===== config.mk =====
export PLATFORM = sky130hd
export DESIGN_NAME = shift_merge_pipe_24
export DESIGN_NICKNAME = d
export VERILOG_FILES = /design/src/rtl/shift_merge_pipe_24.sv
export SDC_FILE = /design/constraint.sdc
export NUM_CORES = 1
export LEC_CHECK = 0
export CAP_MARGIN = 20
export CORE_MARGIN = 2
export CORE_UTILIZATION = 25
export DETAILED_ROUTE_END_ITERATION = 6
export HOLD_SLACK_MARGIN = 0.08
export PLACE_DENSITY_LB_ADDON = 0.08
export SLEW_MARGIN = 20
export SYNTH_ARGS = -nofsm -noshare
export SYNTH_HDL_FRONTEND = slang
export SYNTH_SLANG_ARGS = --single-unit

===== constraint.sdc =====
create_clock -name clk -period 9.4 [get_ports clk]
set_input_delay 0.94 -clock clk [delete_from_list [all_inputs] [get_ports clk]]
set_output_delay 0.94 -clock clk [all_outputs]
set_load 0.01 [all_outputs]

===== src/rtl/shift_merge_pipe_24.sv =====
// Two-stage shift/mask/merge execute unit (EXTR, DEP, DSR) for the 24-bit datapath.
// S1 registers operands and derives mask bounds; S2 shifts, masks, merges behind valid/ready.
module shift_merge_pipe_24 (
  input  logic        clk,
  input  logic        rst,
  input  logic        in_valid,
  output logic        in_ready,
  input  logic [1:0]  op,
  input  logic        sgn,
  input  logic        zro,
  input  logic [4:0]  pos,
  input  logic [4:0]  len,
  input  logic [4:0]  sa,
  input  logic [23:0] a,
  input  logic [23:0] b,
  input  logic        flush,
  output logic        out_valid,
  input  logic        out_ready,
  output logic [23:0] r,
  output logic        err
);

  localparam logic [1:0] OpExtr = 2'b00;
  localparam logic [1:0] OpDep  = 2'b01;
  localparam logic [1:0] OpDsr  = 2'b10;

  logic        s1_valid_q, s2_valid_q;
  logic [1:0]  s1_op_q;
  logic        s1_sgn_q, s1_zro_q, s1_err_q;
  logic [23:0] s1_a_q, s1_b_q;
  logic [4:0]  s1_lft_q, s1_rht_q, s1_sh_q;
  logic [23:0] r_q, r_d;
  logic        err_q, err_d;

  logic        adv2, accept;
  logic [5:0]  lft_s;
  logic        s1_err_d;
  logic [4:0]  s1_sh_d;

  assign adv2      = s1_valid_q & (~s2_valid_q | out_ready);
  assign in_ready  = (~s1_valid_q | adv2) & ~flush;
  assign accept    = in_valid & in_ready;
  assign out_valid = s2_valid_q;
  assign r         = r_q;
  assign err       = err_q;

  // 6-bit signed left bound: bit 5 set means the field runs off the MSB end.
  assign lft_s = {1'b0, pos} - {1'b0, len} + 6'd1;

  always_comb begin
    s1_err_d = 1'b1;
    s1_sh_d  = 5'd23 - pos;
    case (op)
      OpExtr, OpDep: s1_err_d = (len == 5'd0) | (len > 5'd24) | (pos > 5'd23) | lft_s[5];
      OpDsr: begin
        s1_err_d = (sa > 5'd23);
        s1_sh_d  = sa;
      end
      default: s1_err_d = 1'b1;
    endcase
  end

  // Stage 2 datapath
  logic [4:0]  width_m1;
  logic [23:0] low_mask, dep_mask, ext_f, base;
  logic        ext_top;

  always_comb begin
    width_m1 = s1_rht_q - s1_lft_q;
    low_mask = 24'hFFFFFF >> (5'd23 - width_m1);
    dep_mask = low_mask << s1_sh_q;
    ext_f    = (s1_b_q >> s1_sh_q) & low_mask;
    ext_top  = |(ext_f & (low_mask ^ (low_mask >> 1)));
    base     = s1_zro_q ? 24'h0 : s1_a_q;
    r_d      = 24'h0;
    err_d    = s1_err_q;
    if (!s1_err_q) begin
      case (s1_op_q)
        OpExtr:  r_d = (s1_sgn_q && ext_top) ? (ext_f | ~low_mask) : ext_f;
        OpDep:   r_d = (base & ~dep_mask) | ((s1_b_q << s1_sh_q) & dep_mask);
        OpDsr:   r_d = 24'({s1_a_q, s1_b_q} >> s1_sh_q);
        default: r_d = 24'h0;
      endcase
    end
  end

  always_ff @(posedge clk) begin
    if (rst || flush) begin
      s1_valid_q <= 1'b0;
    end else if (accept) begin
      s1_valid_q <= 1'b1;
    end else if (adv2) begin
      s1_valid_q <= 1'b0;
    end
  end

  always_ff @(posedge clk) begin
    if (accept) begin
      s1_op_q  <= op;
      s1_sgn_q <= sgn;
      s1_zro_q <= zro;
      s1_a_q   <= a;
      s1_b_q   <= b;
      s1_lft_q <= lft_s[4:0];
      s1_rht_q <= pos;
      s1_sh_q  <= s1_sh_d;
      s1_err_q <= s1_err_d;
    end
  end

  // r/err only load on advance, so they hold while the consumer stalls.
  always_ff @(posedge clk) begin
    if (rst) begin
      s2_valid_q <= 1'b0;
      r_q        <= 24'h0;
      err_q      <= 1'b0;
    end else if (flush) begin
      s2_valid_q <= 1'b0;
    end else if (adv2) begin
      s2_valid_q <= 1'b1;
      r_q        <= r_d;
      err_q      <= err_d;
    end else if (s2_valid_q && out_ready) begin
      s2_valid_q <= 1'b0;
    end
  end

endmodule


==> summary.txt <==
Final layout
  • Antenna diodes: 0
  • Most frequent cells in the layout: nand2_1 (112), clkdlybuf4s50_1 (98), a21oi_1 (84)
  • Commonest non-fill, non-tap cell in the layout: nand2_1
  • P&R area growth vs syn: 16.6%
  • Share of layout cells above drive strength 1: between 10 and 15%
  • Layout Nets: about 1200

STA
  • Worst Skew: just under 0.01 ns
  • Max Freq: around 190 MHz
  • Final cycle utilization of the critical path: 56.2%
  • Fin Setup TNS: 0 ns
  • Unrepaired setup endpoints after global routing: false
  • Final setup viols: 0
  • Min Tclk post-route: approximately 5.3 ns
  • Slew at the pin with the worst max-slew slack: approximately 1.1 ns
  • Max Slew Vio Count: 0
  • Final Hold Fails: 0
  • Max_slew headroom: a little over a quarter

Routing
  • Drt wl/cell: 30.2 microns
  • Via count: 10500
  • Vias per Instance: 6.18
  • Drt pass-1 iters: 7
  • Final wirelength: between 50000 and 60000 microns
  • Routed Antenna Nets: 0
  • DRC viols: 0
  • DR iter-0 viols: ~1300

Placement
  • I/O Buffers: 98
  • Post-DP HPWL: 38100 microns
  • Placer Congestion: between 0.9 and 1

Synthesis
  • Mux cell area share after synthesis: a little under a quarter
  • Largest family of logic cells by synthesized area: compound AO/OA/AOI/OAI gates
  • Adder-cell share of the synthesized area: about 2.6%
  • Post-Syn Nets: about 1200
  • Register bit total from synthesis: 95
  • Synthesized instance count: roughly 1100
  • Share of the yosys chip area belonging to registers: 25.3%
  • Ys async rst share: 0%
  • Compound-Gate Fraction of Synth Area: approximately a quarter
  • Synth Cell Area: approximately 0.010 sq mm
  • Synth Area in Simple Gates: between 10% and 20%
  • Number of flops mapped to enable cells by yosys: 68
  • Mapped Avg Cell Area: 8.97 sq um
  • Warning count from the yosys run: 0
  • Ys flop type: edfxtp_1
  • Xor and xnor area share after synthesis: around 1.1%
  • Yosys cell types: 81

Clock network
  • Htree depth: 3
  • Max Root-Sink Buffers: 2
  • CTS Hold Bufs: 0
  • Skew-Pair Late Insertion Delay: between 0.3 and 0.4 ns
  • CTS tree: yes
  • Number of CTS-inserted buffers: 9
  • Clk sinks: 95
  • Post-CTS Resized: 0
  • CTS root buffer: clkbuf_16
  • Setup bufs post-CTS: 0
  • Clock transition at path regs: 0.07 ns

Die
  • Boundary pin count: between 90 and 100
  • Die W: between 200 and 250 microns
  • Die ar.: 0.0424 sq mm
  • Initial Util: 25.2%
  • Die Y: 206 microns
  • Core area: 0.0406 sq mm
  • Row count: 74

Global route
  • Tot GR Track Use: between 20% and 30%
  • Largest net degree at the start of global routing: about 110
  • First-pass GRT wire length: ~74000 microns
  • Initial antenna violation count: 0
  • Vias in the first global route: between 9000 and 10000
  • GR Overflow Total: 0

Worst setup path
  • Critical path capture point type: flip-flop
  • Setup CP Type: reg -> reg
  • Worst reg2reg endpoint: r[4]
  • Crit path DAT: between 5 and 6 ns
  • R2R Path Start: s1_lft_q[1]
  • Reg2reg setup slack: just over 4 ns
  • Critical path required time: approximately 9.6 ns
  • Setup crit end: r[4]
  • Kind of start point of the critical path: flip-flop
  • Worst Setup SP: s1_lft_q[1]
  • Crit path max fanout: 30
  • Worst Reg-to-Reg Cells: 13

Power
  • Pwr Total: 1.88 mW
  • Leak: roughly 4 nW
  • Peak VDD IR: roughly 0.092 mV
  • PD cells: 158 mW/mm^2

Status
  • Status: complete, no violations

Min path
  • Hold Crit Class: reg -> reg

Run
  • Max Cap Viol: 0
==> sequential cells by signal, summed over array words and instances, names as in the netlist <==
register	count
err	1
err_d	1
out_valid	1
r	24
s1_a_q	24
s1_b_q	24
s1_lft_q	5
s1_op_q	2
s1_rht_q	5
s1_sgn_q	1
s1_sh_q	5
s1_valid_q	1
s1_zro_q	1
==> metal layers <==
layer	global-route usage, %	up-vias	wire length [microns]
met5	0	-	0
met2	37.7	519	23100
met1	34.3	5325	22700
met3	2.74	69	3400
li1	-	4546	-
met4	10.7	0	1990
==> critical path, stage by stage (launching register included) <==
cell,delay (ns)
edfxtp_1,0.37
ha_1,0.37
ha_1,0.22
inv_1,0.07
fa_1,0.51
xor2_2,0.17
buf_4,0.34
nand3_1,0.47
o211ai_1,0.30
a31oi_1,0.07
or4_1,0.54
or4_4,0.58
o21ai_1,0.89
o21ai_0,0.22
==> layout make-up <==
type                            instances  area, sq um
Timing Repair Buffer                  126         1200
Sequential cell                        95         2580
Inverter                               33          124
Fill cell                            4411        28700
Clock inverter                          3         16.3
Tap cell                              532          666
Clock buffer                           13          272
Multi-Input combinational cell        891         7030
==> worst min path at each step <==
stage,endpoint,cells past startpoint,startpoint,slack [ns]
after floorplan,err,2,err_d,0.48
after global placement,r[0],2,r[0],0.45
after detailed placement,r[0],2,r[0],0.46
after CTS,r[0],2,r[0],0.47
after global routing,r[0],2,r[0],0.50
final,r[0],2,r[0],0.46
==> cell usage after synthesis (7+ instances only) <==
master | instances | area share, %
a211o_1 | 7 | 0.60
a211oi_1 | 15 | 1.1
a21o_1 | 9 | 0.66
a21oi_1 | 84 | 4.1
a221o_1 | 7 | 0.69
a221oi_1 | 12 | 1.0
a22oi_1 | 12 | 0.88
a31oi_1 | 17 | 1.0
and3_1 | 8 | 0.49
buf_1 | 15 | 0.55
buf_2 | 17 | 0.83
clkbuf_1 | 79 | 2.9
dfxtp_1 | 27 | 5.3
edfxtp_1 | 68 | 20
ha_1 | 18 | 2.2
inv_1 | 30 | 1.1
mux2_2 | 32 | 3.5
mux2i_1 | 58 | 5.7
mux4_2 | 66 | 15
nand2_1 | 112 | 4.1
nand2b_1 | 10 | 0.61
nand3_1 | 38 | 1.9
nand4_1 | 8 | 0.49
nor2_1 | 65 | 2.4
nor2b_1 | 15 | 0.92
nor3_1 | 22 | 1.1
nor4_1 | 13 | 0.80
o2111ai_1 | 10 | 0.86
o211ai_1 | 32 | 2.4
o21ai_0 | 53 | 2.6
o221ai_1 | 20 | 1.7
o22ai_1 | 20 | 1.2
o31ai_1 | 12 | 0.88
or2_2 | 8 | 0.49
or3_1 | 7 | 0.43
==> power by group <==
part	switching, mW	total, mW	internal (mW)
clock network	0.179	0.381	0.202
registers	0.0423	0.519	0.476
logic	0.653	0.976	0.323
==> logic make-up (layout without fill, tap and decap cells) <==
family,after synthesis,after routing
buffers and inverters,151,175
flip-flops,95,95
AND/OR/NAND/NOR,326,326
AO/OA/AOI/OAI,379,379
XOR/XNOR,9,9
adder cells (fa/ha/maj),20,20
multiplexers,157,157
==> per-stage QoR <==
step | setup slack, ns | hold slack, ns | utilization (%) | instances | instance area (sq um)
final | 4.12 | 0.463 | 29.3 | 1693 | 11900
after detailed placement | 4.11 | 0.456 | 28.6 | 1677 | 11600
after global routing | 3.85 | 0.503 | 29.3 | 1693 | 11900
after CTS | 4.12 | 0.467 | 29.3 | 1693 | 11900
after floorplan | 5.56 | 0.481 | - | 1137 | 10200
after global placement | 4.26 | 0.454 | 28.6 | 1677 | 11600
Note: power is estimated with default switching activity, not from simulation.
